$ cat src/rtl/bht_update_scheduler_pkg.sv
// Shared types and helpers for the PHT update scheduler: opcode constant, FSM states,
// queued update entry and the 2-bit saturating counter step.
package bht_update_scheduler_pkg;

   localparam int         PHT_IDX_W = 6;
   localparam logic [6:0] B_TYPE    = 7'b1100011;

   typedef enum logic {INIT = 1'b0, RUN = 1'b1} state_e;

   typedef struct packed {
      logic [PHT_IDX_W-1:0] idx;
      logic [1:0]           ctr;
   } upd_t;

   function automatic logic [1:0] sat_update(input logic [1:0] old, input logic taken);
      if (taken) return (old == 2'b11) ? 2'b11 : old + 2'b01;
      else       return (old == 2'b00) ? 2'b00 : old - 2'b01;
   endfunction

endpackage

`ifndef B_type
`define B_type bht_update_scheduler_pkg::B_TYPE
`endif

$ cat src/rtl/bht_upd_fifo.sv
// Update queue: FIFO storage with count/pointers, head output, and a parallel index
// compare over the live entries returning the youngest match for lookup forwarding.
module bht_upd_fifo
   import bht_update_scheduler_pkg::*;
#(
   parameter int DEPTH = 2,
   localparam int PTR_W = $clog2(DEPTH),
   localparam int CNT_W = PTR_W + 1
) (
   input  logic                 clk,
   input  logic                 rst,
   input  logic                 push_vld_i,
   input  upd_t                 push_dat_i,
   input  logic                 pop_i,
   input  logic [PHT_IDX_W-1:0] cmp_idx_i,
   output upd_t                 head_dat_o,
   output logic                 full_o,
   output logic                 empty_o,
   output logic                 cmp_hit_o,
   output logic [1:0]           cmp_ctr_o
);

   upd_t             mem_q [DEPTH];
   logic [PTR_W-1:0] wr_ptr_q, rd_ptr_q, slot;
   logic [CNT_W-1:0] cnt_q;

   always_ff @(posedge clk) begin
      if (!rst) begin
         wr_ptr_q <= '0;
         rd_ptr_q <= '0;
         cnt_q    <= '0;
      end else begin
         if (push_vld_i) wr_ptr_q <= wr_ptr_q + PTR_W'(1);
         if (pop_i)      rd_ptr_q <= rd_ptr_q + PTR_W'(1);
         cnt_q <= cnt_q + CNT_W'(push_vld_i) - CNT_W'(pop_i);
      end
   end

   always_ff @(posedge clk) begin
      if (push_vld_i) mem_q[wr_ptr_q] <= push_dat_i;
   end

   assign head_dat_o = mem_q[rd_ptr_q];
   assign full_o     = (cnt_q == CNT_W'(DEPTH));
   assign empty_o    = (cnt_q == '0);

   // Walk oldest to youngest so the last hit left standing is the youngest entry.
   always_comb begin
      cmp_hit_o = 1'b0;
      cmp_ctr_o = 2'b00;
      slot      = '0;
      for (int i = 0; i < DEPTH; i++) begin
         slot = rd_ptr_q + PTR_W'(i);
         if ((CNT_W'(i) < cnt_q) && (mem_q[slot].idx == cmp_idx_i)) begin
            cmp_hit_o = 1'b1;
            cmp_ctr_o = mem_q[slot].ctr;
         end
      end
   end

endmodule

$ cat src/rtl/bht_update_scheduler.sv
// Arbitrates a single-port PHT between IF lookups (1-cycle result) and queued EX updates;
// lookups win unless the queue is full, and an init sweep runs after every reset.
module bht_update_scheduler
   import bht_update_scheduler_pkg::*;
#(
   parameter int         IDX_W    = PHT_IDX_W,
   parameter int         Q_DEPTH  = 2,
   parameter logic [1:0] INIT_CTR = 2'b01
) (
   input  logic             clk,
   input  logic             rst,
   input  logic             if_req,
   input  logic [31:0]      if_pc,
   output logic             if_ready,
   output logic             if_pred_valid,
   output logic [1:0]       if_pred_ctr,
   output logic             if_pred_taken,
   input  logic             ex_upd_valid,
   input  logic [6:0]       ex_op,
   input  logic [31:0]      ex_pc,
   input  logic [1:0]       ex_old_ctr,
   input  logic             ex_taken,
   output logic             ex_upd_ready,
   output logic             tbl_en,
   output logic             tbl_we,
   output logic [IDX_W-1:0] tbl_addr,
   output logic [1:0]       tbl_wdata,
   input  logic [1:0]       tbl_rdata,
   output logic             init_done
);

   localparam int ENTRIES = 2 ** IDX_W;

   state_e           state_q, state_d;
   logic [IDX_W-1:0] ptr_q, ptr_d;
   logic             sweep_go_q;
   logic             pred_vld_q, fwd_hit_q;
   logic [1:0]       fwd_ctr_q;

   upd_t             head_dat, push_dat;
   logic             q_full, q_empty, q_push, q_pop, cmp_hit, lookup;
   logic [1:0]       cmp_ctr;
   logic [IDX_W-1:0] lk_idx;
   logic             unused_pc_bits;

   assign lk_idx         = if_pc[IDX_W+1:2];
   assign unused_pc_bits = ^{if_pc[31:IDX_W+2], if_pc[1:0], ex_pc[31:IDX_W+2], ex_pc[1:0]};

   assign init_done    = (state_q == RUN);
   assign if_ready     = (state_q == RUN) && !q_full;
   assign ex_upd_ready = (state_q == RUN) && !q_full;
   assign q_push       = ex_upd_valid && (ex_op == `B_type) && ex_upd_ready;
   assign push_dat     = '{idx: ex_pc[IDX_W+1:2], ctr: sat_update(ex_old_ctr, ex_taken)};

   bht_upd_fifo #(.DEPTH(Q_DEPTH)) u_fifo (
      .clk        (clk),
      .rst        (rst),
      .push_vld_i (q_push),
      .push_dat_i (push_dat),
      .pop_i      (q_pop),
      .cmp_idx_i  (lk_idx),
      .head_dat_o (head_dat),
      .full_o     (q_full),
      .empty_o    (q_empty),
      .cmp_hit_o  (cmp_hit),
      .cmp_ctr_o  (cmp_ctr)
   );

   always_comb begin
      state_d   = state_q;
      ptr_d     = ptr_q;
      tbl_en    = 1'b0;
      tbl_we    = 1'b0;
      tbl_addr  = '0;
      tbl_wdata = 2'b00;
      lookup    = 1'b0;
      q_pop     = 1'b0;
      case (state_q)
         INIT: begin
            // sweep_go_q keeps the table quiet on the cycle right after a reset edge
            if (sweep_go_q) begin
               tbl_en    = 1'b1;
               tbl_we    = 1'b1;
               tbl_addr  = ptr_q;
               tbl_wdata = INIT_CTR;
               ptr_d     = ptr_q + IDX_W'(1);
               if (ptr_q == IDX_W'(ENTRIES - 1)) state_d = RUN;
            end
         end
         RUN: begin
            if (if_req && !q_full) begin
               lookup   = 1'b1;
               tbl_en   = 1'b1;
               tbl_addr = lk_idx;
            end else if (!q_empty) begin
               q_pop     = 1'b1;
               tbl_en    = 1'b1;
               tbl_we    = 1'b1;
               tbl_addr  = head_dat.idx;
               tbl_wdata = head_dat.ctr;
            end
         end
         default: ;
      endcase
   end

   always_ff @(posedge clk) begin
      if (!rst) begin
         state_q    <= INIT;
         ptr_q      <= '0;
         sweep_go_q <= 1'b0;
         pred_vld_q <= 1'b0;
         fwd_hit_q  <= 1'b0;
         fwd_ctr_q  <= 2'b00;
      end else begin
         state_q    <= state_d;
         ptr_q      <= ptr_d;
         sweep_go_q <= 1'b1;
         pred_vld_q <= lookup;
         fwd_hit_q  <= lookup && cmp_hit;
         fwd_ctr_q  <= cmp_ctr;
      end
   end

   assign if_pred_valid = pred_vld_q;
   assign if_pred_ctr   = !pred_vld_q ? 2'b00 : (fwd_hit_q ? fwd_ctr_q : tbl_rdata);
   assign if_pred_taken = if_pred_ctr[1];

endmodule

$ cat config.mk
export PLATFORM = sky130hd
export DESIGN_NAME = bht_update_scheduler
export DESIGN_NICKNAME = d
export VERILOG_FILES = /design/src/rtl/bht_update_scheduler_pkg.sv /design/src/rtl/bht_upd_fifo.sv /design/src/rtl/bht_update_scheduler.sv
export SDC_FILE = /design/constraint.sdc
export NUM_CORES = 1
export LEC_CHECK = 0
export CORE_ASPECT_RATIO = 0.5
export CORE_MARGIN = 2
export CORE_UTILIZATION = 62
export CTS_CLUSTER_SIZE = 16
export DETAILED_ROUTE_END_ITERATION = 10
export DONT_BUFFER_PORTS = 1
export PLACE_DENSITY = 0.75
export SKIP_LAST_GASP = 1
export SYNTH_ARGS = -nofsm -noshare
export SYNTH_HDL_FRONTEND = slang
export SYNTH_HIERARCHICAL = 1
export SYNTH_SLANG_ARGS = --single-unit
$ cat constraint.sdc
create_clock -name clk -period 2.48 [get_ports clk]
set_input_delay 0 -clock clk [delete_from_list [all_inputs] [get_ports clk]]
set_output_delay 0 -clock clk [all_outputs]
set_load 0.02 [all_outputs]
==> results of run 1 <==
[power by group]
group,switching (W),total [W],internal (W)
Combinational,0.0000310,0.0000658,0.0000348
Sequential,0.00000705,0.000582,0.000575
Clock,0.000191,0.000487,0.000296
Total,0.000229,0.00114,0.000906
[state kept, by name, summed over array words and instances, names as in the netlist, named ones only]
| name | flops |
|---|---|
| if_pred_valid | 1 |
| ptr_q | 6 |
| init_done | 1 |
| sweep_go_q | 1 |
| u_fifo/rd_ptr_q | 1 |
| u_fifo/mem_q | 16 |
| u_fifo/cnt_q | 2 |
| fwd_ctr_q | 2 |
| u_fifo/wr_ptr_q | 1 |
| fwd_hit_q | 1 |
[metal layers]
layer / GRT usage / up-vias
met4: 0.0949 / 0
met2: 0.421 / 37
met1: 0.311 / 567
li1: - / 603
met5: 0 / -
met3: 0.0970 / 8
[what timing repair did]
action	4_1_cts	5_1_grt
hold endpoints to repair	32	0
resized for setup	0	1
setup endpoints to repair	0	8
hold buffers	13	0
[critical path: cells and delay by family, from the launching register on]
| kind | cells | cell delay, ns |
|---|---|---|
| DFF | 1 | 0.35 |
| buffers and inverters | 2 | 0.40 |
| and+or+nand+nor | 5 | 1.14 |
[synth_stat cells (all sizes together), types with 6 or more instances]
library cell / number
xor2: 10
mux2i: 14
nor2b: 7
a221o: 6
mux2: 8
and3: 8
edfxtp: 16
xnor2: 7
and2: 11
buf: 7
dfxtp: 17
[layout make-up]
type,count,area (sq um),area share
Multi-Input combinational cell,113,940,0.449
Sequential cell,33,821,0.392
Inverter,3,11.3,0.00538
Timing Repair Buffer,18,168,0.0801
Clock inverter,2,33.8,0.0161
Tap cell,37,46.3,0.0221
Clock buffer,6,72.6,0.0347
[worst paths after layout]
path | from | to | cells after the start
setup / recovery | u_fifo/cnt_q[1] | u_fifo/mem_q[0][0] | 7
hold / removal | ex_old_ctr[0] | u_fifo/mem_q[1][0] | 2
setup reg to reg | u_fifo/cnt_q[1] | u_fifo/mem_q[0][0] | 7
hold reg to reg | ptr_q[5] | ptr_q[5] | 2
[through the flow]
| stage | std cells | cell area [sq um] | hold WS (ns) |
|---|---|---|---|
| floorplan | 157 | 1840 | 0.0277 |
| finish | 212 | 2090 | 0.0455 |
| CTS | 212 | 2090 | 0.0259 |
| global route | 212 | 2090 | 0.0702 |
| detailed placement | 191 | 1850 | 0.0283 |
| global placement | 191 | 1850 | 0.0284 |
[cells by family (layout without fill, tap and decap cells)]
kind of cell             after synthesis  count (layout)  synth area share
adder cells (fa/ha/maj)                5               5            0.0313
AND/OR/NAND/NOR                       55              55             0.206
buffers and inverters                 11              29            0.0435
AO/OA/AOI/OAI                         14              14            0.0667
XOR/XNOR                              17              17            0.0810
multiplexers                          22              22             0.125
flip-flops                            33              33             0.446
==> flow_metrics.py, run 1 <==
metrics = {
    "floorplanning": {
        "die-height_um": 42.5,
        "core_area_sq_um": 2700,
        "rows": 13,
        "ios": 97,
        "die-area_sq_um": 3440,
        "die_x_um": 81.0,
        "initial_utilization": 0.681,
    },
    "logic_synthesis": {
        "ys_ff_latch": 33,
        "synth_top_area_frac": 0.261,
        "synth_nets": 240,
        "syn_area_per_cell_sq_um": 11.7,
        "synth.distinct_cells": 39,
        "ys_warn_count": 6,
        "syn_area_sq_um": 1840,
        "ys.flop_type": "dfxtp_1",
        "async_reset_ff_frac": 0,
        "synth_top_area_cell": "edfxtp_1",
        "ys_seq_area_frac": 0.446,
        "synth_edf_count": 16,
        "synthTopCellsByArea": "edfxtp_1 (26%), dfxtp_1 (19%), mux2i_1 (7.6%)",
        "synthCells": 157,
    },
    "grt": {
        "grt_max_degree": 19,
        "grt_overflow_total": 0,
        "antenna_found_initial": 0,
        "grt_usage": 0.258,
        "grt_pass1_vias": 1244,
        "grt_pass1_wl_mm": 6.22,
    },
    "placement": {
        "gp_congestion": 0.853,
        "place_ws_ns": 0.321,
        "dp.final_hpwl_mm": 2.63,
        "port_buffers": 0,
    },
    "drt": {
        "met3_length_um": 286,
        "routed_wl_mm": 3.84,
        "firstDrtPassIters": 5,
        "dr.max_layer_used": "met4",
        "wl_per_cell_um": 18.1,
        "drt_iter0_drc": 83,
        "via_per_inst": 5.73,
        "post-route-drc-count": 0,
        "routed-via-count": 1215,
        "dr_wl_met2_mm": 1.82,
        "ant_nets": 0,
        "wl_met1_mm": 1.67,
    },
    "cts": {
        "cts-buffers-inserted": 5,
        "clockBufferDepth": 2,
        "insertion_delay_ns": 0.29,
        "cts-htree-levels": 2,
        "clk_pin_slew_worst_paths_ns": 0.06,
        "cts_sinks": 33,
        "cts_tree": "done",
        "cts_setup_buffers": 0,
        "cts-root-buf": "clkbuf_8",
    },
    "sta": {
        "fin_tns_setup_ns": 0,
        "period_needed_ns": 2.18,
        "worst_slack_ns": 0.302,
        "drv_slew": 0,
        "maxSlewHeadroom": 0.489,
        "rsz0062_at_grt": "no",
        "final-hold-violation-count": 0,
        "fin_crit_sh": 0.878,
        "skew_ns": 0.00421,
        "clock.fmax_ghz": 0.459,
        "setup_viol": 0,
        "tightest_slew_ns": 0.766,
    },
    "critical_path": {
        "critical_path_class": "flop to flop",
        "crit_required_ns": 2.48,
        "cp.arrival_ns": 2.18,
        "path_cells": "nor2b_1, nor2b_1, buf_4, nand3_1, nor4b_2, nor2b_1, buf_4",
        "crit_path_end_kind": "flop",
        "cpMostUsedCell": "nor2b_1",
        "startpoint_type": "flop",
        "worst-path-max-fanout": 9,
        "r2r_slack_ns": 0.30,
        "slowest_delay_ns": 0.49,
        "cpMaxStageDelayCell": "nor4b_2",
    },
    "flow_run": {
        "cap_violations": 0,
    },
    "pwr": {
        "leakage_nw": 0.787,
        "irDropWorstVdd_mv": 0.491,
        "power_density_nw_per_um2": 543,
        "power_w": 0.00114,
    },
    "cells_and_area": {
        "nets": 257,
        "final_cell_mix": "dfxtp_1 (17), edfxtp_1 (16), mux2i_1 (14)",
        "drive_gt1_frac": 0.211,
        "num_antenna_cells": 0,
        "syn_to_final_growth_pct": 13.7,
        "utilization": 0.775,
        "final.fill_count": 172,
        "final_common_cell": "dfxtp_1",
    },
    "hold_path": {
        "worst_hold_path_type": "input port to flop",
    },
    "outcome": {
        "status": "complete, no violations",
    },
}
No activity file was read; power rests on OpenSTA's default activity.
==> run 2, diff against run 1 <==
--- a/config.mk
+++ b/config.mk
@@ -7,11 +7,12 @@
 export LEC_CHECK = 0
 export CORE_ASPECT_RATIO = 0.5
 export CORE_MARGIN = 2
-export CORE_UTILIZATION = 62
+export CORE_UTILIZATION = 65
+export CTS_BUF_LIST = sky130_fd_sc_hd__clkbuf_4 sky130_fd_sc_hd__clkbuf_8
 export CTS_CLUSTER_SIZE = 16
 export DETAILED_ROUTE_END_ITERATION = 10
 export DONT_BUFFER_PORTS = 1
-export PLACE_DENSITY = 0.75
+export PLACE_DENSITY = 0.78
 export SKIP_LAST_GASP = 1
 export SYNTH_ARGS = -nofsm -noshare
 export SYNTH_HDL_FRONTEND = slang
==> run 2 against run 1 <==
  * Cell count is 0.47% lower
  * Worst hold slack better by 0.0036 ns
  * Combinational power is 2% lower
  * Largest power group unchanged
  * Critical endpoint is now u_fifo/mem_q[0][4]
  * Via count is 2.0% higher
  * Die area is 4.3% lower
  * Clock power is 20% lower
==> flow_metrics.py, run 2 (synthesis results as in run 1) <==
metrics = {
    "critical_path": {
        "slowest_delay_ns": 0.53,
        "startpoint_type": "flop",
        "crit_family": "simple AND/OR/NAND/NOR gates",
        "cpMostUsedCell": "nor2b_1",
        "crit_path_end_kind": "flop",
        "r2r_slack_ns": 0.28,
        "path_cells": "nor2b_1, nor2b_1, nand3_1, nor4b_2, nor2b_1, buf_4",
        "crit_required_ns": 2.48,
        "rr_worst_depth": 6,
        "cpMaxStageDelayCell": "nor4b_2",
        "reg2reg_from": "u_fifo/cnt_q[1]",
        "path_buf_inv": 1,
        "cp.arrival_ns": 2.20,
        "timing.rr.end": "u_fifo/mem_q[0][4]",
        "critical_path_class": "flop to flop",
        "worst-path-max-fanout": 6,
    },
    "cells_and_area": {
        "final_common_cell": "dfxtp_1",
        "design_area_sq_um": 2060,
        "final_cell_mix": "dfxtp_1 (17), edfxtp_1 (16), mux2i_1 (14)",
        "top_register": "u_fifo/mem_q",
        "drive_gt1_frac": 0.214,
        "top_regs": "u_fifo/mem_q: 16 flops, ptr_q: 6 flops",
        "utilization": 0.780,
        "syn_to_final_growth_pct": 11.8,
        "nets": 255,
        "largest_reg_flops": 16,
    },
    "grt": {
        "antenna_found_initial": 1,
        "grt-busiest-layer": "met2",
        "grt_use_met3": 0.126,
        "grt_max_degree": 19,
        "grtUsageMet1": 0.298,
        "grt_pass1_vias": 1207,
        "grt_overflow_total": 0,
        "grt_usage": 0.247,
        "met2_usage": 0.385,
        "grt_pass1_wl_mm": 5.81,
    },
    "drt": {
        "routed-via-count": 1239,
        "firstDrtPassIters": 5,
        "wl_per_cell_um": 17.7,
        "routed_wl_mm": 3.73,
        "drt_iter0_drc": 57,
        "ant_nets": 0,
        "via_per_inst": 5.87,
        "post-route-drc-count": 0,
    },
    "sta": {
        "drv_slew": 0,
        "period_needed_ns": 2.20,
        "rsz0062_at_grt": "no",
        "fin_crit_sh": 0.886,
        "skew_ns": 0.00579,
        "worst_slack_ns": 0.283,
        "final-hold-violation-count": 0,
        "setup_viol": 0,
        "maxSlewHeadroom": 0.501,
        "fin_tns_setup_ns": 0,
        "clock.fmax_ghz": 0.455,
        "tightest_slew_ns": 0.747,
    },
    "floorplanning": {
        "die-height_um": 41.6,
        "die-area_sq_um": 3300,
        "rows": 13,
        "core_area_sq_um": 2640,
        "ios": 97,
        "die_x_um": 79.2,
        "initial_utilization": 0.698,
    },
    "cts": {
        "insertion_delay_ns": 0.29,
        "clockBufferDepth": 2,
        "cts_sinks": 33,
        "cts_tree": "done",
        "cts-buffers-inserted": 5,
        "clk_pin_slew_worst_paths_ns": 0.07,
        "cts_resized": 0,
        "cts-htree-levels": 2,
        "cts-root-buf": "clkbuf_8",
    },
    "pwr": {
        "p_seq_frac": 0.561,
        "power.switching_w": 0.000236,
        "power_density_nw_per_um2": 505,
        "comb_power_share": 0.062,
        "p_clk_frac": 0.377,
        "irDropWorstVdd_mv": 0.420,
        "swShare": 0.227,
        "leakage_nw": 0.768,
        "power_w": 0.00104,
        "p_int_w": 0.000802,
    },
    "placement": {
        "port_buffers": 0,
        "gp_congestion": 0.862,
        "placed_area_sq_um": 1850,
        "place_ws_ns": 0.363,
        "dp.final_hpwl_mm": 2.57,
    },
    "hold_path": {
        "worst_hold_path_type": "input port to flop",
        "hold_start": "ex_old_ctr[0]",
        "hold_depth": 2,
        "hold_end": "u_fifo/mem_q[1][0]",
    },
    "flow_run": {
        "cap_violations": 0,
    },
    "outcome": {
        "status": "complete, no violations",
    },
}
[run 2: how the worst max path moves through the flow]
stage               startpoint            endpoint  slack [ns]  depth (start not counted)
5_1_grt        u_fifo/cnt_q[1]  u_fifo/mem_q[0][3]        0.17                          6
3_5_place_dp   u_fifo/cnt_q[1]  u_fifo/mem_q[0][3]        0.36                          6
4_1_cts        u_fifo/cnt_q[1]  u_fifo/mem_q[0][3]        0.33                          6
6_report       u_fifo/cnt_q[1]  u_fifo/mem_q[0][4]        0.28                          6
3_3_place_gp   u_fifo/cnt_q[1]  u_fifo/mem_q[0][4]        0.38                          6
2_1_floorplan        init_done  u_fifo/mem_q[0][0]        0.34                          5
[run 2: worst register-to-register path: cells and delay by family, from the launching register on]
kind | cells | cell delay, ns
AND/OR/NAND/NOR | 5 | 1.33
flip-flops | 1 | 0.35
buffers and inverters | 1 | 0.23
[run 2: timing repair]
action	4_1_cts	5_1_grt
endpoints found under the hold margin	32	0
hold buffers	12	0
setup buffers	0	0
[run 2: power by group through the flow]
stage	Combinational, W	Sequential [W]	Clock, W
3_5_place_dp	0.0000430	0.000594	0
4_1_cts	0.0000631	0.000582	0.000399
2_1_floorplan	0.0000416	0.000592	0
6_report	0.0000644	0.000582	0.000391
5_1_grt	0.0000694	0.000582	0.000428
3_3_place_gp	0.0000420	0.000594	0
[run 2: per-layer routing]
layer	routed length, um	up-vias
met3	268	4
met1	1700	602
met2	1730	38
met5	0	-
met4	29	0
li1	-	595
[run 2: cell type report]
| type | instances | area, sq um |
|---|---|---|
| Timing Repair Buffer | 16 | 150 |
| Clock buffer | 5 | 68.8 |
| Multi-Input combinational cell | 113 | 938 |
| Sequential cell | 33 | 821 |
| Fill cell | 174 | 579 |
| Clock inverter | 3 | 17.5 |
| Inverter | 3 | 11.3 |
| Tap cell | 37 | 46.3 |
| Antenna cell | 1 | 2.50 |
[run 2: through the flow]
stage	hold WS (ns)	instances
4_1_cts	0.00157	210
3_3_place_gp	0.0312	190
6_report	0.0491	211
3_5_place_dp	0.0315	190
5_1_grt	0.0553	211
2_1_floorplan	0.0277	157
==> run 3, diff against run 2 <==
--- a/config.mk
+++ b/config.mk
@@ -12,7 +12,7 @@
 export CTS_CLUSTER_SIZE = 16
 export DETAILED_ROUTE_END_ITERATION = 10
 export DONT_BUFFER_PORTS = 1
-export PLACE_DENSITY = 0.78
+export PLACE_DENSITY = 0.81
 export SKIP_LAST_GASP = 1
 export SYNTH_ARGS = -nofsm -noshare
 export SYNTH_HDL_FRONTEND = slang
==> constraint.sdc (replaced) <==
create_clock -name clk -period 2.7 [get_ports clk]
set_input_delay 0 -clock clk [delete_from_list [all_inputs] [get_ports clk]]
set_output_delay 0 -clock clk [all_outputs]
set_load 0.02 [all_outputs]
==> run 3 against run 2 <==
  * Setup slack gained 0.27 ns
  * Routed wire length is 3.1% lower
  * Critical path depth fell by 2
  * Largest cell class unchanged
  * Largest power group unchanged
==> flow_metrics.py, run 3 (synthesis results as in run 1) <==
metrics = {
    "flow_run": {
        "cap_violations": 0,
    },
    "sta": {
        "holdWs_ns": 0.0423,
        "clock.fmax_ghz": 0.466,
        "tightest_slew_ns": 0.750,
        "rsz0062_at_grt": "no",
        "drv_slew": 0,
        "skew_ns": 0.00402,
        "fin_tns_setup_ns": 0,
        "fin_crit_sh": 0.795,
        "final-hold-violation-count": 0,
        "setup_viol": 0,
        "maxSlewHeadroom": 0.499,
        "period_needed_ns": 2.15,
    },
    "pwr": {
        "irDropWorstVdd_mv": 0.372,
        "p_int_w": 0.000841,
        "power_density_nw_per_um2": 509,
        "p_clk_frac": 0.436,
        "power.switching_w": 0.000208,
        "leakage_nw": 0.769,
        "comb_power_share": 0.056,
        "p_seq_frac": 0.509,
        "swShare": 0.199,
    },
    "drt": {
        "routed_wl_mm": 3.62,
        "routed-via-count": 1227,
        "drt_iter0_drc": 62,
        "post-route-drc-count": 0,
        "via_per_inst": 5.90,
        "firstDrtPassIters": 5,
        "ant_nets": 0,
        "wl_per_cell_um": 17.4,
    },
    "cells_and_area": {
        "num_antenna_cells": 0,
        "nets": 253,
        "top_register": "u_fifo/mem_q",
        "largest_reg_flops": 16,
        "design_area_sq_um": 2060,
        "syn_to_final_growth_pct": 12.1,
        "final_cell_mix": "dfxtp_1 (17), edfxtp_1 (16), mux2i_1 (14)",
        "drive_gt1_frac": 0.199,
        "top_regs": "u_fifo/mem_q: 16 flops, ptr_q: 6 flops",
        "final_common_cell": "dfxtp_1",
    },
    "grt": {
        "grt_max_degree": 19,
        "grt_pass1_vias": 1200,
        "antenna_found_initial": 0,
        "grt_pass1_wl_mm": 5.83,
        "grt_overflow_total": 0,
        "grt_usage": 0.247,
    },
    "placement": {
        "gp_congestion": 0.797,
        "placed_area_sq_um": 1830,
        "dp.final_hpwl_mm": 2.54,
        "port_buffers": 0,
    },
    "cts": {
        "insertion_delay_ns": 0.29,
        "cts-htree-levels": 2,
        "cts-buffers-inserted": 5,
        "cts_resized": 0,
        "clockBufferDepth": 2,
        "cts_tree": "done",
        "cts_sinks": 33,
        "clk_pin_slew_worst_paths_ns": 0.06,
        "cts-root-buf": "clkbuf_8",
    },
    "critical_path": {
        "startpoint_type": "flop",
        "crit_required_ns": 2.65,
        "critical_path_class": "flop to flop",
        "crit_path_end_kind": "flop",
        "r2r_slack_ns": 0.55,
        "worst-path-max-fanout": 8,
        "cp.arrival_ns": 2.10,
    },
    "floorplanning": {
        "initial_utilization": 0.698,
        "rows": 13,
        "core_area_sq_um": 2640,
        "ios": 97,
        "die-height_um": 41.6,
        "die-area_sq_um": 3300,
        "die_x_um": 79.2,
    },
    "hold_path": {
        "worst_hold_path_type": "input port to flop",
    },
    "outcome": {
        "status": "complete, no violations",
    },
}
-- run 3: changes by cell type in the layout (fill, tap and decap cells not counted), sizes merged --
cell / before / now
clkinvlp: 1 / 0
diode: 1 / 0
clkinv: 2 / 1
clkbuf: 5 / 6
buf: 4 / 2
bufinv: 0 / 1
-- run 3: worst max-delay path, cell delays in order, from the launching register on --
cell     delay (ns)
dfxtp_1        0.56
nor2b_1        0.26
nand3_1        0.11
nor4b_2        0.44
and2_1         0.44
-- run 3: worst paths after layout --
kind                                 from                 end  depth (start not counted)
worst min register to register   ptr_q[5]            ptr_q[5]                          2
worst min-delay path             ex_op[4]     u_fifo/wr_ptr_q                          3
worst max register to register  init_done  u_fifo/mem_q[1][5]                          4
worst max-delay path            init_done  u_fifo/mem_q[1][5]                          4
-- run 3: timing repair --
item,4_1_cts,5_1_grt
setup buffers,0,0
hold buffers,12,0
endpoints found under the hold margin,32,0
-- run 3: final cells by class --
type,count,area [sq um]
clock buffers,6,76.3
clock inverters,2,33.8
fillers,178,573
inverters,3,11.3
multi-input cells,113,938
flip-flops and latches,33,821
well taps,37,46.3
repair buffers,14,135
-- run 3: stage by stage --
step / setup slack (ns) / instances / power, W / util
global route: 0.379 / 208 / 0.00108 / 0.783
detailed placement: 0.583 / 188 / 0.000584 / 0.695
global placement: 0.635 / 188 / 0.000583 / 0.695
finish: 0.553 / 208 / 0.00105 / 0.783
floorplan: 0.559 / 157 / 0.000582 / -
CTS: 0.556 / 208 / 0.00105 / 0.783
-- run 3: per-layer routing --
| metal | track usage | vias up | wire, um |
|---|---|---|---|
| li1 | - | 598 | - |
| met1 | 0.323 | 590 | 1790 |
| met2 | 0.373 | 30 | 1580 |
| met3 | 0.0783 | 9 | 162 |
| met4 | 0.121 | 0 | 76 |
| met5 | 0 | - | 0 |
-- run 3: power groups by stage --
stage	combinational [W]	sequential (W)	clock (W)
2_1_floorplan	0.0000382	0.000543	0
3_3_place_gp	0.0000383	0.000545	0
3_5_place_dp	0.0000393	0.000545	0
4_1_cts	0.0000578	0.000534	0.000459
5_1_grt	0.0000644	0.000534	0.000486
6_report	0.0000583	0.000534	0.000457
